[src/rtl/regfile_onehot_wr.sv]
// regfile_onehot_wr
//   Dual-read, single-write register file: 32 entries x WIDTH bits, written
//   through a one-hot enable vector that comes straight from the 5-to-32
//   write-select decoder. Entry ZERO_REG always reads as zero. A write vector
//   with two or more bits set is suppressed and flagged on wr_err.
//
// Ports
//   clock      in   rising-edge clock
//   reset_n    in   asynchronous active-low reset
//   wr_onehot  in   [31:0] write enables, one bit per register (all zero = idle)
//   wr_data    in   [WIDTH-1:0] write data
//   rd_sel_a   in   [4:0] read port A index
//   rd_sel_b   in   [4:0] read port B index
//   rd_data_a  out  [WIDTH-1:0] read port A data (combinational, write-through)
//   rd_data_b  out  [WIDTH-1:0] read port B data (combinational, write-through)
//   wr_err     out  registered: previous cycle's wr_onehot was multi-hot
//   wr_count   out  [15:0] registered count of committed writes, wraps
module regfile_onehot_wr #(
    parameter int unsigned WIDTH    = 64,
    parameter int unsigned ZERO_REG = 31
) (
    input  logic             clock,
    input  logic             reset_n,
    input  logic [31:0]      wr_onehot,
    input  logic [WIDTH-1:0] wr_data,
    input  logic [4:0]       rd_sel_a,
    input  logic [4:0]       rd_sel_b,
    output logic [WIDTH-1:0] rd_data_a,
    output logic [WIDTH-1:0] rd_data_b,
    output logic             wr_err,
    output logic [15:0]      wr_count
);

    localparam logic [4:0] ZSEL = 5'(ZERO_REG);

    logic [WIDTH-1:0] regs_q [32];
    logic [WIDTH-1:0] regs_d [32];
    logic             wr_err_q,   wr_err_d;
    logic [15:0]      wr_count_q, wr_count_d;

    logic wr_multi;
    logic wr_legal;

    // x & (x-1) clears the lowest set bit; anything left means two or more bits.
    always_comb begin
        wr_multi = |(wr_onehot & (wr_onehot - 32'd1));
        wr_legal = (|wr_onehot) && !wr_multi;
    end

    always_comb begin
        for (int unsigned i = 0; i < 32; i++) begin
            regs_d[5'(i)] = regs_q[5'(i)];
            if (wr_legal && wr_onehot[5'(i)] && (5'(i) != ZSEL)) begin
                regs_d[5'(i)] = wr_data;
            end
        end
        // The zero entry is never loaded, so it stays at its reset value.
        regs_d[ZSEL] = '0;

        wr_err_d   = wr_multi;
        wr_count_d = wr_count_q;
        if (wr_legal && !wr_onehot[ZSEL]) begin
            wr_count_d = wr_count_q + 16'd1;
        end
    end

    always_ff @(posedge clock or negedge reset_n) begin
        if (!reset_n) begin
            for (int unsigned i = 0; i < 32; i++) begin
                regs_q[5'(i)] <= '0;
            end
            wr_err_q   <= 1'b0;
            wr_count_q <= '0;
        end else begin
            for (int unsigned i = 0; i < 32; i++) begin
                regs_q[5'(i)] <= regs_d[5'(i)];
            end
            wr_err_q   <= wr_err_d;
            wr_count_q <= wr_count_d;
        end
    end

    // Same-cycle legal writes bypass to the read ports; multi-hot never does.
    always_comb begin
        rd_data_a = '0;
        if (rd_sel_a != ZSEL) begin
            if (wr_legal && wr_onehot[rd_sel_a]) begin
                rd_data_a = wr_data;
            end else begin
                rd_data_a = regs_q[rd_sel_a];
            end
        end

        rd_data_b = '0;
        if (rd_sel_b != ZSEL) begin
            if (wr_legal && wr_onehot[rd_sel_b]) begin
                rd_data_b = wr_data;
            end else begin
                rd_data_b = regs_q[rd_sel_b];
            end
        end
    end

    assign wr_err   = wr_err_q;
    assign wr_count = wr_count_q;

endmodule

[config.mk]
export PLATFORM = sky130hd
export DESIGN_NAME = regfile_onehot_wr
export DESIGN_NICKNAME = d
export VERILOG_FILES = /design/src/rtl/regfile_onehot_wr.sv
export SDC_FILE = /design/constraint.sdc
export NUM_CORES = 2
export LEC_CHECK = 0
export BUFFER_PORTS_ARGS = -buffer_cell sky130_fd_sc_hd__clkbuf_2
export CAP_MARGIN = 25
export CORE_MARGIN = 2
export CORE_UTILIZATION = 35
export CTS_BUF_LIST = sky130_fd_sc_hd__clkbuf_8 sky130_fd_sc_hd__clkbuf_16
export CTS_CLUSTER_SIZE = 8
export DETAILED_ROUTE_END_ITERATION = 6
export PLACE_DENSITY = 0.54
export SYNTH_ARGS = -nofsm -noshare
export SYNTH_HDL_FRONTEND = slang
export SYNTH_SLANG_ARGS = --single-unit
[constraint.sdc]
create_clock -name clock -period 4.4 [get_ports clock]
set_clock_uncertainty 0.15 [all_clocks]
set_input_delay 0.66 -clock clock [delete_from_list [all_inputs] [get_ports clock]]
set_output_delay 0.66 -clock clock [all_outputs]
set_load 0.01 [all_outputs]
* Yosys cells after proc, flatten, opt, wreduce, memory -nomap -nowiden
Index checks and enable logic that the tools add are counted.
Storage, ports and cells: bits in registers 2001, output and inout port bits 145, word-level logic and storage cells 97
Operators by class: add/sub/neg operators 2, magnitude comparators 4, eq/ne operators 2, muxes and demuxes 14, bitwise operators 3, reduce and logical (&&, ||, !) cells 39
Operators with widths (count):
- $bmux W64 S5 | 2
- $mux W64 | 8
- $reduce_or A32 Y1 | 2
- $logic_and A1 B1 Y1 | 35
- $and A32 B32 Y32 | 1
- $sub A32 B1 Y32 const B | 1
- $add A16 B1 Y16 const B | 1
- $ge A6 B6 Y1 const B | 2
- $lt A5 B6 Y1 const B | 2
- $not A5 Y6 | 2
- $bmux W1 S5 | 2
- $ne A5 B5 Y1 const B | 2
- $logic_not A1 Y1 | 2
- $mux W1 | 2

* Longest topological paths before layout
word-level depth 8, depth in mapped cells 12

* Worst setup path before layout
Ideal clock, no wire load.
kind input to output, start point in rd_sel_b[1], end point out rd_data_b[10], arrival 3395 ps, required time 3590 ps, slack 195 ps, cell stages on the path 8, cell sequence clkbuf_1 -> mux4_2 -> mux4_2 -> mux2_2 -> nand4_1 -> clkbuf_1 -> buf_2 -> mux2i_1
Between the ends: cells in the longest elaborated chain, start to end 6
RTL lines:
- start, declared | line 27 | input logic [4:0] rd_sel_b,
- $not A5 Y6 (implied by the code) | line 99 | rd_data_b = regs_q[rd_sel_b];
- $bmux W64 S5 | line 99
- $mux W64 (implied by the code) (2 in a row) | line 99
- $mux W64 | line 96 | if (wr_legal && wr_onehot[rd_sel_b]) begin
- $mux W64 * | line 95 | if (rd_sel_b != ZSEL) begin
- end, declared | line 29 | output logic [WIDTH-1:0] rd_data_b,
Every way passes the cells marked *; elsewhere a longest branch is shown, timed or not. The select of a mux whose other input is x is not followed.

* Worst setup path after layout
start point in rd_sel_b[0], end point out rd_data_b[24]
Same word-level chain as after synthesis.

==> key figures <==
Status
  – Status: finished, final reports clean

Synthesis
  – Syn avg cell area: approximately 16 um^2
  – Largest family of logic cells by synthesized area: multiplexers
  – Most common cell in the netlist: dfrtp_1
  – Cell taking the most area after synthesis: dfrtp_1
  – Synth top area share: 46.0%
  – Syn Std Cell Area: ~110000 um^2
  – XOR/XNOR share of the synthesized area: less than 1%
  – Multiplexer share of the synthesized area: a little under half
  – Adder-Cell Fraction of Synth Area: less than 1%
  – Most used DFF post-synth: dfrtp_1
  – Post-synth top cells: 2001 x dfrtp_1, 1130 x mux4_2, 1019 x mux2_2
  – Post-synthesis sequential area ratio: between 40% and 50%
  – Synth async-reset ratio: 100%
  – Synth top area cells: dfrtp_1 46%, mux4_2 23%, mux2_2 11%
  – Simple-gate share of the synthesized area: ~2.0%
  – Post-synthesis register bit count: about 2000
  – Synth Warn #: 0
  – Post-synthesis cell type count: 52
  – EDFF count, synth: 0
  – Syn nets: roughly 7100
  – Synth Instances: roughly 7000
  – Synth Area in Compound Gates: under 10%

Floorplanning
  – Die area: approximately 320000 um^2
  – Num rows: between 200 and 250
  – Die height: 562 um
  – I/O pins: approximately 250
  – Core Region: slightly above 300000 um^2
  – Starting Density: about a third
  – Die Width: around 560 um

Hold path
  – Worst hold path depth: 5
  – HP Start: wr_onehot[31]
  – Hold EP: wr_count[2]
  – Worst Hold Class: primary input to register

STA
  – Period utilization: between 90 and 100%
  – Final-report max-slew violation count: 0
  – Final Hold Fails: 0
  – # setup viols final: 0
  – Fin Setup TNS: 0 ns
  – Max Fclk: roughly 230 MHz
  – Worst rel slew slack: between 20 and 25%
  – RSZ-0062 raised after global routing: true
  – Crit path time final: roughly 4.4 ns
  – Slew @ Worst Pin: between 1 and 1.5 ns

Placement
  – Dpl cells: ~11000
  – # port buffers: approximately 250
  – Routability cong.: around 0.80
  – Placed inst area: 118000 um^2
  – Detailed-placement wirelength estimate: 223 mm

Clock tree
  – Clock net sink count: roughly 2000
  – CTS Buf Count: 290
  – H-tree lvl count: 5
  – Clk Tree Root Cell: clkbuf_16
  – CTS tree: yes
  – Clock transition at the registers of the reported paths: about 0.05 ns
  – Clk Latency, worst-skew pair: a little under 0.9 ns
  – Max Buffers Root-to-Sink: 4

Setup path
  – Slowest stage delay, CP: approximately 0.56 ns
  – Crit path required time: 3.59 ns
  – Worst Reg-to-Reg Cells: 5
  – CP cell instances: buf_8 -> buf_12 -> buf_12 -> mux4_2 -> mux4_2 -> mux2i_1 -> mux2i_1 -> buf_4 -> clkbuf_2
  – CP Capture Type: output pin
  – RR Startpoint: wr_count[2]
  – CP arrival: approximately 3.6 ns
  – Reg2reg setup slack: about 2.2 ns
  – Crit start category: primary input
  – WS Path Type: primary input to output pin
  – CP max FO: 22
  – Reg-to-Reg End: wr_count[9]
  – Slowest CP cell: mux4_2

GRT
  – GRT Total Usage: between 20% and 30%
  – Grt total ovfl: 0
  – Initial antenna violation count: 9
  – First-pass GRT wire length: 536 mm
  – Vias in the first global route: a little over 70000
  – Largest net degree at the start of global routing: 122

Final layout
  – Final instance area: 127000 um^2
  – Fin nets: ~7400
  – Util after Layout: roughly two fifths
  – Synth-to-Final Area Change: 16.2%
  – Layout cell share with drive strength beyond 1: around 45%
  – Final non-filler cell total: approximately 11000

Pwr
  – Peak supply drop: around 0.26 mV
  – Pwr Total: 0.0416 W
  – P_leak: a little over 60 nW
  – PwrDens: 329 nW/um^2

Route
  – Post-route DRC violation count: 0
  – DRT iter0 DRCs: approximately 5100
  – Vias: around 68000
  – Wirelength per Cell: between 30 and 40 um
  – First-pass iteration count of the detailed router: 5
  – Total Routed Length: 368 mm
  – DR vias/cell: about 6
  – Final ANT Viol Nets: 0

Run
  – Max Cap Viol: 0
worst max-delay path by stage:
stage | start | slack, ns | cells after the start | to
3_5_place_dp | wr_onehot[0] | -0.05 | 11 | rd_data_a[47]
3_3_place_gp | rd_sel_a[1] | -0.07 | 9 | rd_data_a[47]
2_1_floorplan | rd_sel_b[1] | 0.19 | 8 | rd_data_b[10]
4_1_cts | wr_onehot[0] | 0.01 | 11 | rd_data_a[47]
6_report | rd_sel_b[0] | 0.03 | 9 | rd_data_b[24]
5_1_grt | wr_onehot[2] | -0.04 | 12 | rd_data_a[23]
final cells by class:
| cell class | count | area, um^2 |
|---|---|---|
| fillers | 28100 | 183000 |
| multi-input cells | 4212 | 55900 |
| flip-flops and latches | 2001 | 50100 |
| repair buffers | 735 | 7510 |
| clock buffers | 298 | 7420 |
| well taps | 4120 | 5150 |
| clock inverters | 30 | 453 |
| inverters | 6 | 37.5 |
| diodes | 2 | 5.00 |
cells in the final DEF (no fill, tap or decap), types with 15 or more instances in the layout:
cell,instances
a21oi_1,22
a221oi_1,16
buf_12,196
buf_2,15
buf_4,281
clkbuf_16,296
clkbuf_2,224
dfrtp_1,2001
mux2_1,975
mux2_2,1019
mux2i_1,399
mux4_2,1130
nand2_1,285
nand4_1,19
nand4_4,28
nor2_1,22
o21ai_0,175
timing repair:
action	in CTS	in global routing
gates resized for setup	3	48
endpoints found under the hold margin	69	0
setup buffers	0	5
pin swaps	0	9
setup endpoints to repair	2	111
gates cloned	0	1
hold buffers	1	0
power by group:
group          switching (W)  internal [W]
Clock                0.00846        0.0120
Sequential        0.00000398        0.0184
Combinational        0.00188      0.000845
through the flow:
stage | setup WS [ns] | hold slack (ns)
after floorplan | 0.195 | 0.214
after global placement | -0.0723 | 0.317
after detailed placement | -0.0521 | 0.323
after CTS | 0.0122 | 0.0915
after global routing | -0.0370 | 0.165
final | 0.0297 | 0.170
cell families (layout without fill, tap and decap cells):
kind of cell | Yosys count | in the layout
other cells | 0 | 2
xor+xnor | 15 | 15
mux | 3525 | 3525
simple gates | 420 | 420
fa+ha+maj | 2 | 2
buf+inv | 759 | 1069
flops | 2001 | 2001
compound gates | 250 | 250
critical path, delay by kind of cell:
| kind | cells | cell delay, ns |
|---|---|---|
| muxes | 4 | 1.73 |
| buffers and inverters | 5 | 1.08 |
routing by layer:
layer	GRT usage, %	part of all wire, %	wire length, um	vias up
met2	38.4	49	179000	2017
li1	-	-	-	27500
met1	31.7	43	159000	37700
met5	0	0.0019	7	-
met4	7.25	3.4	12500	2
met3	2.98	4.7	17400	592
state kept, by name, summed over array words and instances (netlist names):
register	flops
regs_q	1984
wr_err	1
wr_count	16
No activity file was read; power rests on OpenSTA's default activity.
